[config.mk]
export PLATFORM = sky130hd
export DESIGN_NAME = fcmp_pipe
export DESIGN_NICKNAME = d
export VERILOG_FILES = /design/src/rtl/fcmp_pipe.sv
export SDC_FILE = /design/constraint.sdc
export NUM_CORES = 1
export LEC_CHECK = 0
export CORE_MARGIN = 1.5
export CORE_UTILIZATION = 45
export CTS_CLUSTER_DIAMETER = 50
export DETAILED_ROUTE_END_ITERATION = 8
export DONT_BUFFER_PORTS = 1
export HOLD_SLACK_MARGIN = 0.02
export PLACE_DENSITY_LB_ADDON = 0.12
export SLEW_MARGIN = 5
export SYNTH_ARGS = -nofsm -noshare
export SYNTH_HDL_FRONTEND = slang
export SYNTH_SLANG_ARGS = --single-unit
[constraint.sdc]
create_clock -name clk -period 1.2 [get_ports clk]
set_input_delay 0.06 -clock clk [delete_from_list [all_inputs] [get_ports clk]]
set_output_delay 0.06 -clock clk [all_outputs]
set_load 0.01 [all_outputs]
[src/rtl/fcmp_pipe.sv]
// fcmp_pipe: two-stage pipelined FP32 compare unit (FEQ / FLT / FLE).
//
// Sits between FPU issue and the integer writeback arbiter. It produces
// {31'b0, flag} tagged with the destination register. Both sides use
// valid/ready handshakes, and a branch-redirect flush kills all in-flight ops.
//
// Ports
//   clk        clock, all state updates on the rising edge
//   rstn       asynchronous active-low reset
//   flush      kill every in-flight op; takes effect on the next edge
//   in_valid   upstream op valid
//   in_ready   unit can accept an op this cycle
//   in_op      00=FEQ, 01=FLT, 10=FLE, 11=reserved (result 0)
//   in_x1      FP32 operand 1
//   in_x2      FP32 operand 2
//   in_tag     destination-register tag
//   out_valid  result valid
//   out_ready  downstream accepts the result
//   out_y      {31'b0, flag}
//   out_tag    tag of the result
//   busy       some stage holds a valid op
module fcmp_pipe #(
  parameter int TAG_W = 5
) (
  input  logic             clk,
  input  logic             rstn,
  input  logic             flush,
  input  logic             in_valid,
  output logic             in_ready,
  input  logic [1:0]       in_op,
  input  logic [31:0]      in_x1,
  input  logic [31:0]      in_x2,
  input  logic [TAG_W-1:0] in_tag,
  output logic             out_valid,
  input  logic             out_ready,
  output logic [31:0]      out_y,
  output logic [TAG_W-1:0] out_tag,
  output logic             busy
);

  localparam int DATA_W = 32;

  // Denormals, including both signed zeros, collapse to +0.
  // As a result, -0 == +0 and tiny values compare as zero.
  function automatic logic [DATA_W-1:0] ftz(input logic [DATA_W-1:0] x);
    return (x[30:23] == 8'h00) ? '0 : x;
  endfunction

  // Sign-magnitude ordering. With opposite signs, the negative operand is
  // the smaller one. With the same sign, magnitude order is inverted for
  // negatives. Equal patterns are never less-than.
  function automatic logic sel_flag(input logic [1:0] op,
                                    input logic       sgn_diff,
                                    input logic       a_sgn,
                                    input logic       mag_lt,
                                    input logic       eq);
    logic lt;
    lt = sgn_diff ? a_sgn : (eq ? 1'b0 : (a_sgn ^ mag_lt));
    case (op)
      2'b00:   return eq;
      2'b01:   return lt;
      2'b10:   return lt | eq;
      default: return 1'b0;
    endcase
  endfunction

  logic              vld_p1, vld_p2;
  logic              sgn_diff_p1, a_sgn_p1, mag_lt_p1, eq_p1;
  logic [1:0]        op_p1;
  logic [TAG_W-1:0]  tag_p1, tag_p2;
  logic              flag_p2;
  logic [DATA_W-1:0] a_p0, b_p0;
  logic              in_fire, s2_adv;

  assign s2_adv   = vld_p1 & (~vld_p2 | out_ready);
  assign in_ready = rstn & ~flush & (~vld_p1 | s2_adv);
  assign in_fire  = in_valid & in_ready;

  assign a_p0 = ftz(in_x1);
  assign b_p0 = ftz(in_x2);

  // Control: flush dominates accept and advance.
  always_ff @(posedge clk or negedge rstn) begin
    if (!rstn) begin
      vld_p1 <= 1'b0;
      vld_p2 <= 1'b0;
    end else if (flush) begin
      vld_p1 <= 1'b0;
      vld_p2 <= 1'b0;
    end else begin
      if (in_fire)      vld_p1 <= 1'b1;
      else if (s2_adv)  vld_p1 <= 1'b0;
      if (s2_adv)         vld_p2 <= 1'b1;
      else if (out_ready) vld_p2 <= 1'b0;
    end
  end

  // ---- stage 0 -> 1: flush-to-zero operands, register compare flags ----
  always_ff @(posedge clk or negedge rstn) begin
    if (!rstn) begin
      sgn_diff_p1 <= 1'b0;
      a_sgn_p1    <= 1'b0;
      mag_lt_p1   <= 1'b0;
      eq_p1       <= 1'b0;
      op_p1       <= 2'b00;
      tag_p1      <= '0;
    end else if (in_fire) begin
      sgn_diff_p1 <= a_p0[31] ^ b_p0[31];
      a_sgn_p1    <= a_p0[31];
      mag_lt_p1   <= a_p0[30:0] < b_p0[30:0];
      eq_p1       <= a_p0 == b_p0;
      op_p1       <= in_op;
      tag_p1      <= in_tag;
    end
  end

  // ---- stage 1 -> 2: select the flag for the requested op ----
  always_ff @(posedge clk or negedge rstn) begin
    if (!rstn) begin
      flag_p2 <= 1'b0;
      tag_p2  <= '0;
    end else if (s2_adv) begin
      flag_p2 <= sel_flag(op_p1, sgn_diff_p1, a_sgn_p1, mag_lt_p1, eq_p1);
      tag_p2  <= tag_p1;
    end
  end

  assign out_valid = vld_p2;
  assign out_y     = {31'b0, flag_p2};
  assign out_tag   = tag_p2;
  assign busy      = vld_p1 | vld_p2;

endmodule

==> results.yml, run 1 <==
global_routing:
  grt_overflow_total: 0
  antenna_found_initial: 0
  grt_pass1_wl_um: 7280
  grt_max_degree: 20
  grtUsageTotal: 0.174
  grt_pass1_vias: 1726
timing:
  slew_headroom: 0.416
  finalSetupTns_ns: -2.46
  whs_ns: 0.0738
  fmax_mhz: 514
  min_period_ns: 1.94
  fin_ws_ns: -0.744
  worst_pin_slew_ns: 0.873
  skew_ns: 0.00154
  grt_setup_unrepaired: "yes"
  setup_violations: 18
  period_share: 1.62
  report.final.slew_viol_count: 0
  final-hold-violation-count: 0
setup_path:
  r2r_end: "mag_lt_p1$_DFFE_PN0P_"
  startpoint_type: "input pin"
  worstRegToRegCells: 5
  crit_arrival_ns: 2.12
  critPathCaptureType: "register"
  crit_top_cell: "nor4_4"
  crit_start: "in_x1[27]"
  crit_fanout: 6
  r2r-start: "vld_p1$_DFFE_PN0P_"
  cp.depth: 9
  worstPathRequired_ns: 1.37
  rrSetupSlack_ns: -0.24
  cp_slowest_cell: "or4_4"
  path_buf_inv: 0
  crit_type: "in -> reg"
  critical-path-top-delay-family: "simple AND/OR/NAND/NOR gates"
  slowest_delay_ns: 0.49
  path_cells: "nor4_4 > nand2_2 > and2_1 > ha_1 > nand4_1 > nor4_4 > nand2_1 > or4_4 > o31ai_2"
  cp-endpoint: "eq_p1$_DFFE_PN0P_"
power_and_ir_drop:
  pwr_density_cell_mw_per_mm2: 803
  ir_worst_vdd_uv: 416
  p_leak_nw: 1.28
finish:
  diodes: 0
  final_design_area_no_fill_mm2: 0.00248
  fin_nets: 402
  final_layout_size_suffix_gt1_frac: 0.221
  area_growth_syn_to_layout_pct: 19.8
  final_core_util: 0.566
  fillers: 419
route:
  ant_nets: 0
  drc: 0
  dr.pass1.iters: 4
  detail_route.wl_per_cell_um: 12.1
  wl_um: 4170
  vias_per_cell: 4.97
  first_iter_violations: 43
  vias: 1720
floorplanning:
  dieArea_mm2: 0.00501
  pin_count: 116
  die_w_um: 70.8
  coreArea_mm2: 0.00438
  num_rows: 24
  die_y_um: 70.8
  start_util: 0.472
job:
  drv_cap: 0
yosys:
  syn-cell-area_mm2: 0.00207
  synth_cells: 268
  yosysSeqAreaShare: 0.230
  synthDistinctLibCells: 34
  yosys.area.top_type: "dfrtp_1"
  synth_area_leaders: "dfrtp_1 23%, ha_1 19%, buf_4 12%, nand2_1 11%, and2_1 7.0%"
  ys_ff_latch: 19
  synth_warnings: 0
  synth_top_area_frac: 0.230
  avgSynthCellArea_um2: 7.72
placement:
  pre_cts_slack_ns: -1.10
  port_buffers: 0
  gp_congestion: 0.833
  place_area_mm2: 0.00222
  hpwl_um: 3480
clock_tree:
  clock-sinks: 19
  cts_tree: "done"
  clock_path_buffers: 2
  numCtsBuffers: 3
  path_clk_slew_ns: 0.07
  clock_latency_ns: 0.26
  cts_root_buf: "clkbuf_8"
  cts_max_level: 1
outcome:
  violations: "negative setup slack"
  status: "finished, violations left"
worst_hold_path:
  hold_path_class: "in -> reg"
-- routing by layer --
| metal | vias to the layer above | part of all wire | global-route usage |
|---|---|---|---|
| met3 | 3 | 0.053 | 0.0171 |
| met5 | - | 0 | 0 |
| met2 | 58 | 0.50 | 0.312 |
| met4 | 0 | 0.0065 | 0.0377 |
| li1 | 886 | - | - |
| met1 | 773 | 0.44 | 0.226 |
-- registers in the layout (all words and copies together), names as in the netlist --
name	count
vld_p1	1
eq_p1	1
tag_p1	5
op_p1	2
flag_p2	1
a_sgn_p1	1
out_tag	5
mag_lt_p1	1
out_valid	1
sgn_diff_p1	1
-- power breakdown --
group / switching (mW) / total, mW / internal (mW)
clock network: 0.221 / 0.452 / 0.231
logic: 0.312 / 0.671 / 0.359
registers: 0.111 / 0.869 / 0.757
-- synth_stat cells, drive strengths merged --
library cell and n:
nand2 61, buf 32, ha 31, and2 23
dfrtp 19, clkbuf 15, a21oi 14, o21ai 11
inv 10, nand3 7, nor2 7, mux2 6
nor4 5, nand4 4, a21boi 2, and3b 2
nand2b 2, nor2b 2, nor3 2, a211oi 1
a221oi 1, a32o 1, and4 1, conb 1
nand3b 1, nor3b 1, o22ai 1, o31ai 1
or2 1, or3 1, or4 1, xor2 1
-- worst register-to-register path, delay by kind of cell, from the launching register on --
kind / cells / cell delay (ns)
compound gates: 2 / 0.35
flops: 1 / 0.38
simple gates: 3 / 0.63
-- kinds of logic after synthesis --
family | synth area share
simple gates | 0.293
buf+inv | 0.161
compound gates | 0.0895
fa+ha+maj | 0.187
flops | 0.230
mux | 0.0326
other cells | 0.00181
xor+xnor | 0.00423
-- placed cells by master, fill, tap and decap left out, types with 4 or more instances in the layout --
cell type | Yosys | layout
dlygate4sd3_1 | 0 | 9
dfrtp_1 | 19 | 19
inv_1 | 10 | 10
mux2_4 | 0 | 6
nor2_1 | 7 | 7
nand3_1 | 6 | 6
buf_6 | 0 | 9
a21oi_1 | 14 | 14
conb_1 | 1 | 31
nand4_1 | 4 | 4
buf_4 | 32 | 20
nand2_1 | 61 | 50
o21ai_0 | 11 | 8
and2_1 | 23 | 23
nand2_2 | 0 | 11
ha_1 | 31 | 31
-- stage by stage --
| stage | total power, mW | std cells |
|---|---|---|
| final | 1.99 | 346 |
| after global routing | 2.16 | 346 |
| after CTS | 2.00 | 346 |
| after detailed placement | 1.47 | 329 |
| after global placement | 1.46 | 329 |
| after floorplan | 1.41 | 298 |
-- timing repair --
action | 4_1_cts | 5_1_grt
pin swaps | 17 | 2
gates resized for setup | 25 | 7
hold endpoints to repair | 28 | 0
setup buffers | 4 | 3
setup endpoints to repair | 17 | 20
hold buffers | 9 | 0
-- layout make-up --
cell class | count | area [µm²] | area share
clock buffer | 3 | 41.3 | 0.0166
clock inverter | 1 | 5.00 | 0.00202
tap | 52 | 65.1 | 0.0262
inverter | 10 | 37.5 | 0.0151
sequential | 19 | 475 | 0.192
timing repair buffer | 39 | 357 | 0.144
multi-input combinational | 222 | 1500 | 0.604
-- how the worst min path moves through the flow --
stage                   start                     to  slack [ns]  depth (start not counted)
floorplan                rstn   a_sgn_p1$_DFFE_PN0P_       -0.24                          0
global placement         rstn  out_valid$_DFFE_PN0P_       -0.24                          0
detailed placement       rstn  out_valid$_DFFE_PN0P_       -0.24                          0
CTS                 in_x1[31]   a_sgn_p1$_DFFE_PN0P_        0.07                          3
global route        in_x1[31]   a_sgn_p1$_DFFE_PN0P_        0.08                          3
finish              in_x1[31]   a_sgn_p1$_DFFE_PN0P_        0.07                          3
(Power assumes the default switching activity.)
==> inputs of run 2 (changes only) <==
--- a/config.mk
+++ b/config.mk
@@ -5,6 +5,7 @@
 export SDC_FILE = /design/constraint.sdc
 export NUM_CORES = 1
 export LEC_CHECK = 0
+export ABC_AREA = 1
 export CORE_MARGIN = 1.5
 export CORE_UTILIZATION = 45
 export CTS_CLUSTER_DIAMETER = 50
==> run 2 against run 1 <==
Net effect:
- the flow still finishes with violations (negative setup slack)
- sequential cell count unchanged
- register-to-register slack better by 0.30 ns
- global-route usage down 1.8 points
- clock power down 1%
- power down 1.6%
- hold slack worse by 0.068 ns
- sequential share of layout area down 1.2 points
- clock-buffer cell count unchanged
- non-clock buffer count down 17
- sequential power down 3.3%
- synthesized area up 11%
- critical path type unchanged
- highest routed layer unchanged
==> results.yml, run 2 <==
timing:
  whs_ns: 0.00556
  fmax_mhz: 708
  fin_ws_ns: -0.213
  slew_headroom: 0.440
  grt_setup_unrepaired: "yes"
  period_share: 1.18
  setup_violations: 2
  skew_ns: 0.00298
  min_period_ns: 1.41
  worst_pin_slew_ns: 0.837
  report.final.slew_viol_count: 0
  final-hold-violation-count: 0
power_and_ir_drop:
  pwr_density_cell_mw_per_mm2: 739
  ir_worst_vdd_uv: 353
  p_sw_mw: 0.689
  swShare: 0.351
  p_seq_frac: 0.429
  power_frac_comb: 0.343
  clkPwrFrac: 0.228
  p_leak_nw: 1.51
  p_int_mw: 1.27
yosys:
  ys_async_sr_fraction: 1.00
  synthFlopType: "dfrtp_1"
  synth_edf_count: 0
  yosys.area.top_type: "dfrtp_1"
  synth.most_common_cell: "nand2_1"
  synthDistinctLibCells: 29
  syn-cell-area_mm2: 0.00230
  synth_cells: 359
  synth_warnings: 0
  synth_area_leaders: "dfrtp_1 21%, nand2_1 18%, ha_1 17%, buf_4 10%, inv_1 9.6%"
  synth_top_area_frac: 0.207
  yosysSeqAreaShare: 0.207
  ys_ff_latch: 19
  synth_top_cells_by_count: "109 x nand2_1, 59 x inv_1, 40 x nor2_1, 32 x buf_4, 31 x ha_1"
  avgSynthCellArea_um2: 6.41
worst_hold_path:
  hold_path_class: "in -> reg"
clock_tree:
  cts_tree: "done"
  clock_latency_ns: 0.26
  clock_path_buffers: 2
  clock-sinks: 19
  numCtsBuffers: 3
  path_clk_slew_ns: 0.07
  cts_root_buf: "clkbuf_8"
  cts_setup_buffers: 0
  cts_max_level: 1
setup_path:
  crit_arrival_ns: 1.56
  crit_fanout: 6
  rrSetupSlack_ns: 0.06
  crit_start: "in_x1[28]"
  cp-endpoint: "mag_lt_p1$_DFFE_PN0P_"
  r2r_end: "mag_lt_p1$_DFFE_PN0P_"
  path_cells: "nor2_4 > nand2_2 > nor2_4 > clkbuf_16 > nor2_4 > ha_4 > nand2_2 > nor2_4 > inv_2 > nor2_4 > nand2_1 > nand2_1 > nand2_1 > nand2_1 > nand2_1"
  critPathCaptureType: "register"
  crit_type: "in -> reg"
  path_buf_inv: 2
  cp.depth: 15
  worstRegToRegCells: 7
  slowest_delay_ns: 0.25
  worstPathRequired_ns: 1.35
  startpoint_type: "input pin"
  r2r-start: "out_valid$_DFFE_PN0P_"
  cp_slowest_cell: "ha_4"
  critical-path-top-delay-family: "simple AND/OR/NAND/NOR gates"
floorplanning:
  coreArea_mm2: 0.00482
  dieArea_mm2: 0.00555
  num_rows: 25
  pin_count: 116
  start_util: 0.477
  die_w_um: 74.5
  die_y_um: 74.5
global_routing:
  antenna_found_initial: 0
  grt_pass1_wl_um: 6860
  grtUsageTotal: 0.156
  grt_pass1_vias: 1722
  grt_max_degree: 24
  grt_overflow_total: 0
route:
  vias_per_cell: 4.44
  dr.pass1.iters: 4
  detail_route.wl_per_cell_um: 10.6
  vias: 1934
  drc: 0
  first_iter_violations: 50
  wl_um: 4600
  ant_nets: 0
placement:
  pre_cts_slack_ns: -0.529
  hpwl_um: 3530
  gp_congestion: 0.781
  port_buffers: 0
  place_area_mm2: 0.00228
outcome:
  violations: "negative setup slack"
  status: "finished, violations left"
finish:
  final_design_area_no_fill_mm2: 0.00265
  diodes: 0
  layout_common_cells: "101 x nand2_1, 57 x inv_1, 31 x conb_1"
  final_layout_size_suffix_gt1_frac: 0.190
  seq_area_um2: 475
  fin_nets: 477
  multi_input_comb_area_mm2: 0.00156
  area_growth_syn_to_layout_pct: 15.3
  fillers: 506
  final_common_cell: "nand2_1"
job:
  drv_cap: 0
==> run 2: cell count changes after synthesis, sizes merged, moves of 3 or more <==
| cell | before | now |
|---|---|---|
| clkbuf | 15 | 8 |
| nand2 | 61 | 111 |
| mux2 | 6 | 0 |
| and2 | 23 | 3 |
| nand4 | 4 | 1 |
| nor4 | 5 | 0 |
| nor2 | 7 | 48 |
| buf | 32 | 38 |
| inv | 10 | 62 |
==> run 2: per-stage QoR <==
step                      cells  power (mW)  TNS, ns   util
after floorplan             389        1.41   -0.517      -
after global placement      419        1.41   -0.948  0.474
after detailed placement    419        1.42    -1.06  0.474
after CTS                   433        1.91   -0.319  0.504
after global routing        436        2.12   -0.607  0.551
final                       436        1.96   -0.374  0.551
==> run 2: timing repair <==
action,CTS,global route
hold buffers,10,0
pin swaps,0,25
cloned,0,3
endpoints found under the hold margin,28,0
setup endpoints to repair,2,9
resized for setup,1,40
==> run 2: final cells by class <==
| cell class | instances | area share |
|---|---|---|
| tap | 67 | 0.0316 |
| clock inverter | 1 | 0.00189 |
| multi-input combinational | 262 | 0.589 |
| timing repair buffer | 22 | 0.0910 |
| sequential | 19 | 0.179 |
| inverter | 62 | 0.0915 |
| clock buffer | 3 | 0.0156 |
==> run 2: cells by family after synthesis <==
| logic type | after synthesis | synth area share |
|---|---|---|
| simple gates | 171 | 0.306 |
| buf+inv | 108 | 0.237 |
| fa+ha+maj | 31 | 0.169 |
| compound gates | 28 | 0.0756 |
| flops | 19 | 0.207 |
| xor+xnor | 1 | 0.00381 |
| other cells | 1 | 0.00163 |
==> run 2: worst min path at each step <==
stage	start	cells after the start	slack (ns)	to
final	in_valid	2	0.006	vld_p1$_DFFE_PN0P_
after CTS	in_valid	2	0.03	vld_p1$_DFFE_PN0P_
after detailed placement	rstn	0	-0.24	vld_p1$_DFFE_PN0P_
after global routing	in_valid	2	0.02	vld_p1$_DFFE_PN0P_
after floorplan	rstn	0	-0.24	a_sgn_p1$_DFFE_PN0P_
after global placement	rstn	0	-0.24	out_valid$_DFFE_PN0P_
==> run 2: power by group through the flow <==
stage	logic, mW	registers, mW	clock network (mW)
final	0.673	0.840	0.447
after detailed placement	0.568	0.854	0
after floorplan	0.580	0.831	0
after global routing	0.785	0.856	0.483
after global placement	0.559	0.850	0
after CTS	0.612	0.842	0.457
==> run 2: metal layers <==
metal / wire length (µm) / GRT usage
met4: 38 / 0.0424
met2: 2400 / 0.298
met3: 233 / 0.0257
met5: 0 / 0
met1: 1930 / 0.177
==> inputs of run 3 (changes only) <==
--- a/config.mk
+++ b/config.mk
@@ -6,13 +6,13 @@
 export NUM_CORES = 1
 export LEC_CHECK = 0
 export ABC_AREA = 1
-export CORE_MARGIN = 1.5
 export CORE_UTILIZATION = 45
 export CTS_CLUSTER_DIAMETER = 50
 export DETAILED_ROUTE_END_ITERATION = 8
 export DONT_BUFFER_PORTS = 1
 export HOLD_SLACK_MARGIN = 0.02
 export PLACE_DENSITY_LB_ADDON = 0.12
+export RECOVER_POWER = 50
 export SLEW_MARGIN = 5
 export SYNTH_ARGS = -nofsm -noshare
 export SYNTH_HDL_FRONTEND = slang
==> run 3 against run 2 <==
Net effect:
- the run still ends with negative setup slack left
- highest routed layer unchanged
- largest cell class unchanged
- sequential share of layout area is 0.34 points higher
- combinational power fell by 3%
- maximum frequency grew 1.7%
==> results.yml, run 3 (same netlist as run 2, synthesis figures left out) <==
outcome:
  status: "finished, violations left"
  violations: "negative setup slack"
finish:
  final_common_cell: "nand2_1"
  diodes: 0
  final_design_area_no_fill_mm2: 0.00260
  area_growth_syn_to_layout_pct: 13.2
  layout_common_cells: "102 x nand2_1, 58 x inv_1, 31 x nor2_1, 31 x conb_1, 29 x ha_1"
  final_layout_size_suffix_gt1_frac: 0.168
  final_core_util: 0.540
  fin_nets: 478
floorplanning:
  dieArea_mm2: 0.00540
  die_y_um: 73.5
  pin_count: 116
  start_util: 0.477
  die_w_um: 73.5
  coreArea_mm2: 0.00482
  num_rows: 25
power_and_ir_drop:
  ir_worst_vdd_uv: 395
  pwr_density_cell_mw_per_mm2: 743
  p_leak_nw: 1.50
placement:
  port_buffers: 0
  hpwl_um: 3400
  place_area_mm2: 0.00228
  gp_congestion: 0.729
global_routing:
  grt_pass1_vias: 1744
  grt_overflow_total: 0
  grtUsageTotal: 0.160
  grt_pass1_wl_um: 6920
  antenna_found_initial: 0
  grt_max_degree: 24
clock_tree:
  clock_latency_ns: 0.26
  clock_path_buffers: 2
  cts_max_level: 1
  cts_root_buf: "clkbuf_8"
  path_clk_slew_ns: 0.07
  clock-sinks: 19
  cts_tree: "done"
  numCtsBuffers: 3
timing:
  worst_pin_slew_ns: 0.836
  period_share: 1.16
  report.final.slew_viol_count: 0
  min_period_ns: 1.39
  whs_ns: 0.0308
  skew_ns: 0.00587
  fin_ws_ns: -0.189
  setup_violations: 2
  fmax_mhz: 720
  final-hold-violation-count: 0
  grt_setup_unrepaired: "yes"
  slew_headroom: 0.441
setup_path:
  rrSetupSlack_ns: -0.03
  r2r_end: "mag_lt_p1$_DFFE_PN0P_"
  worstPathRequired_ns: 1.35
  critPathCaptureType: "register"
  worstRegToRegCells: 7
  crit_arrival_ns: 1.54
  startpoint_type: "input pin"
  crit_type: "in -> reg"
  r2r-start: "out_valid$_DFFE_PN0P_"
  crit_fanout: 6
route:
  ant_nets: 0
  vias: 1931
  detail_route.wl_per_cell_um: 9.97
  dr.pass1.iters: 4
  drc: 0
  vias_per_cell: 4.42
  wl_um: 4360
  first_iter_violations: 102
worst_hold_path:
  hp-start: "in_x1[31]"
  hold_path_class: "in -> reg"
  hold_end: "a_sgn_p1$_DFFE_PN0P_"
  hold_depth: 2
job:
  drv_cap: 0
==> run 3: cell types whose count changed in the layout (fill, tap and decap cells not counted), moves of 2 or more <==
cell,change
ha_4,-2
nand3_1,+3
ha_1,+2
nand3_2,-2
==> run 3: stage by stage <==
stage	power, mW	setup TNS [ns]	worst slack (ns)	std cells
finish	1.93	-0.350	-0.189	437
global placement	1.41	-0.998	-0.510	419
floorplan	1.41	-0.517	-0.269	389
CTS	1.91	-0.300	-0.166	434
detailed placement	1.41	-1.05	-0.538	419
global route	2.11	-0.929	-0.303	437
==> run 3: final cells by class <==
cell class                      instances  area (µm²)
Clock buffer                            3        41.3
Clock inverter                          1        5.00
Tap cell                               67        83.8
Timing Repair Buffer                   23         244
Sequential cell                        19         475
Inverter                               62         240
Multi-Input combinational cell        262        1510
Fill cell                             516        2210
==> run 3: report_power, final <==
part	total [mW]	switching [mW]	internal, mW
clock network	0.443	0.212	0.231
logic	0.653	0.370	0.283
registers	0.837	0.0875	0.750
==> run 3: worst max path at each step <==
stage               startpoint                     to  slack (ns)  cells past startpoint
global placement     in_x2[29]      eq_p1$_DFFE_PN0P_       -0.51                     14
floorplan            in_x1[23]  mag_lt_p1$_DFFE_PN0P_       -0.27                     13
detailed placement   in_x2[29]      eq_p1$_DFFE_PN0P_       -0.54                     14
finish               in_x1[27]  mag_lt_p1$_DFFE_PN0P_       -0.19                     13
global route         in_x1[27]  mag_lt_p1$_DFFE_PN0P_       -0.30                     15
CTS                  in_x1[23]      eq_p1$_DFFE_PN0P_       -0.17                     14
==> run 3: per-layer routing <==
metal  GRT usage  vias up  routed length (µm)
li1            -     1036                   -
met2       0.291       64                2160
met1       0.192      825                1910
met3      0.0274        6                 237
met4      0.0449        0                  48
met5           0        -                   0
==> run 3: repair_timing <==
item,4_1_cts,5_1_grt
endpoints found under the setup margin,2,5
hold buffers,11,0
cloned,0,2
buffers inserted,0,1
endpoints found under the hold margin,28,0
pin swaps,0,18
gates resized for setup,5,27
==> run 3: critical path: stages <==
cell       delay, ns
nor2_4          0.08
nand2_2         0.08
nor2_4          0.21
clkbuf_16       0.18
nor2_1          0.04
ha_1            0.29
nand2_2         0.07
nor2_4          0.11
and2_4          0.15
and2_4          0.13
nand2_2         0.04
nand2_1         0.05
nand2_1         0.04
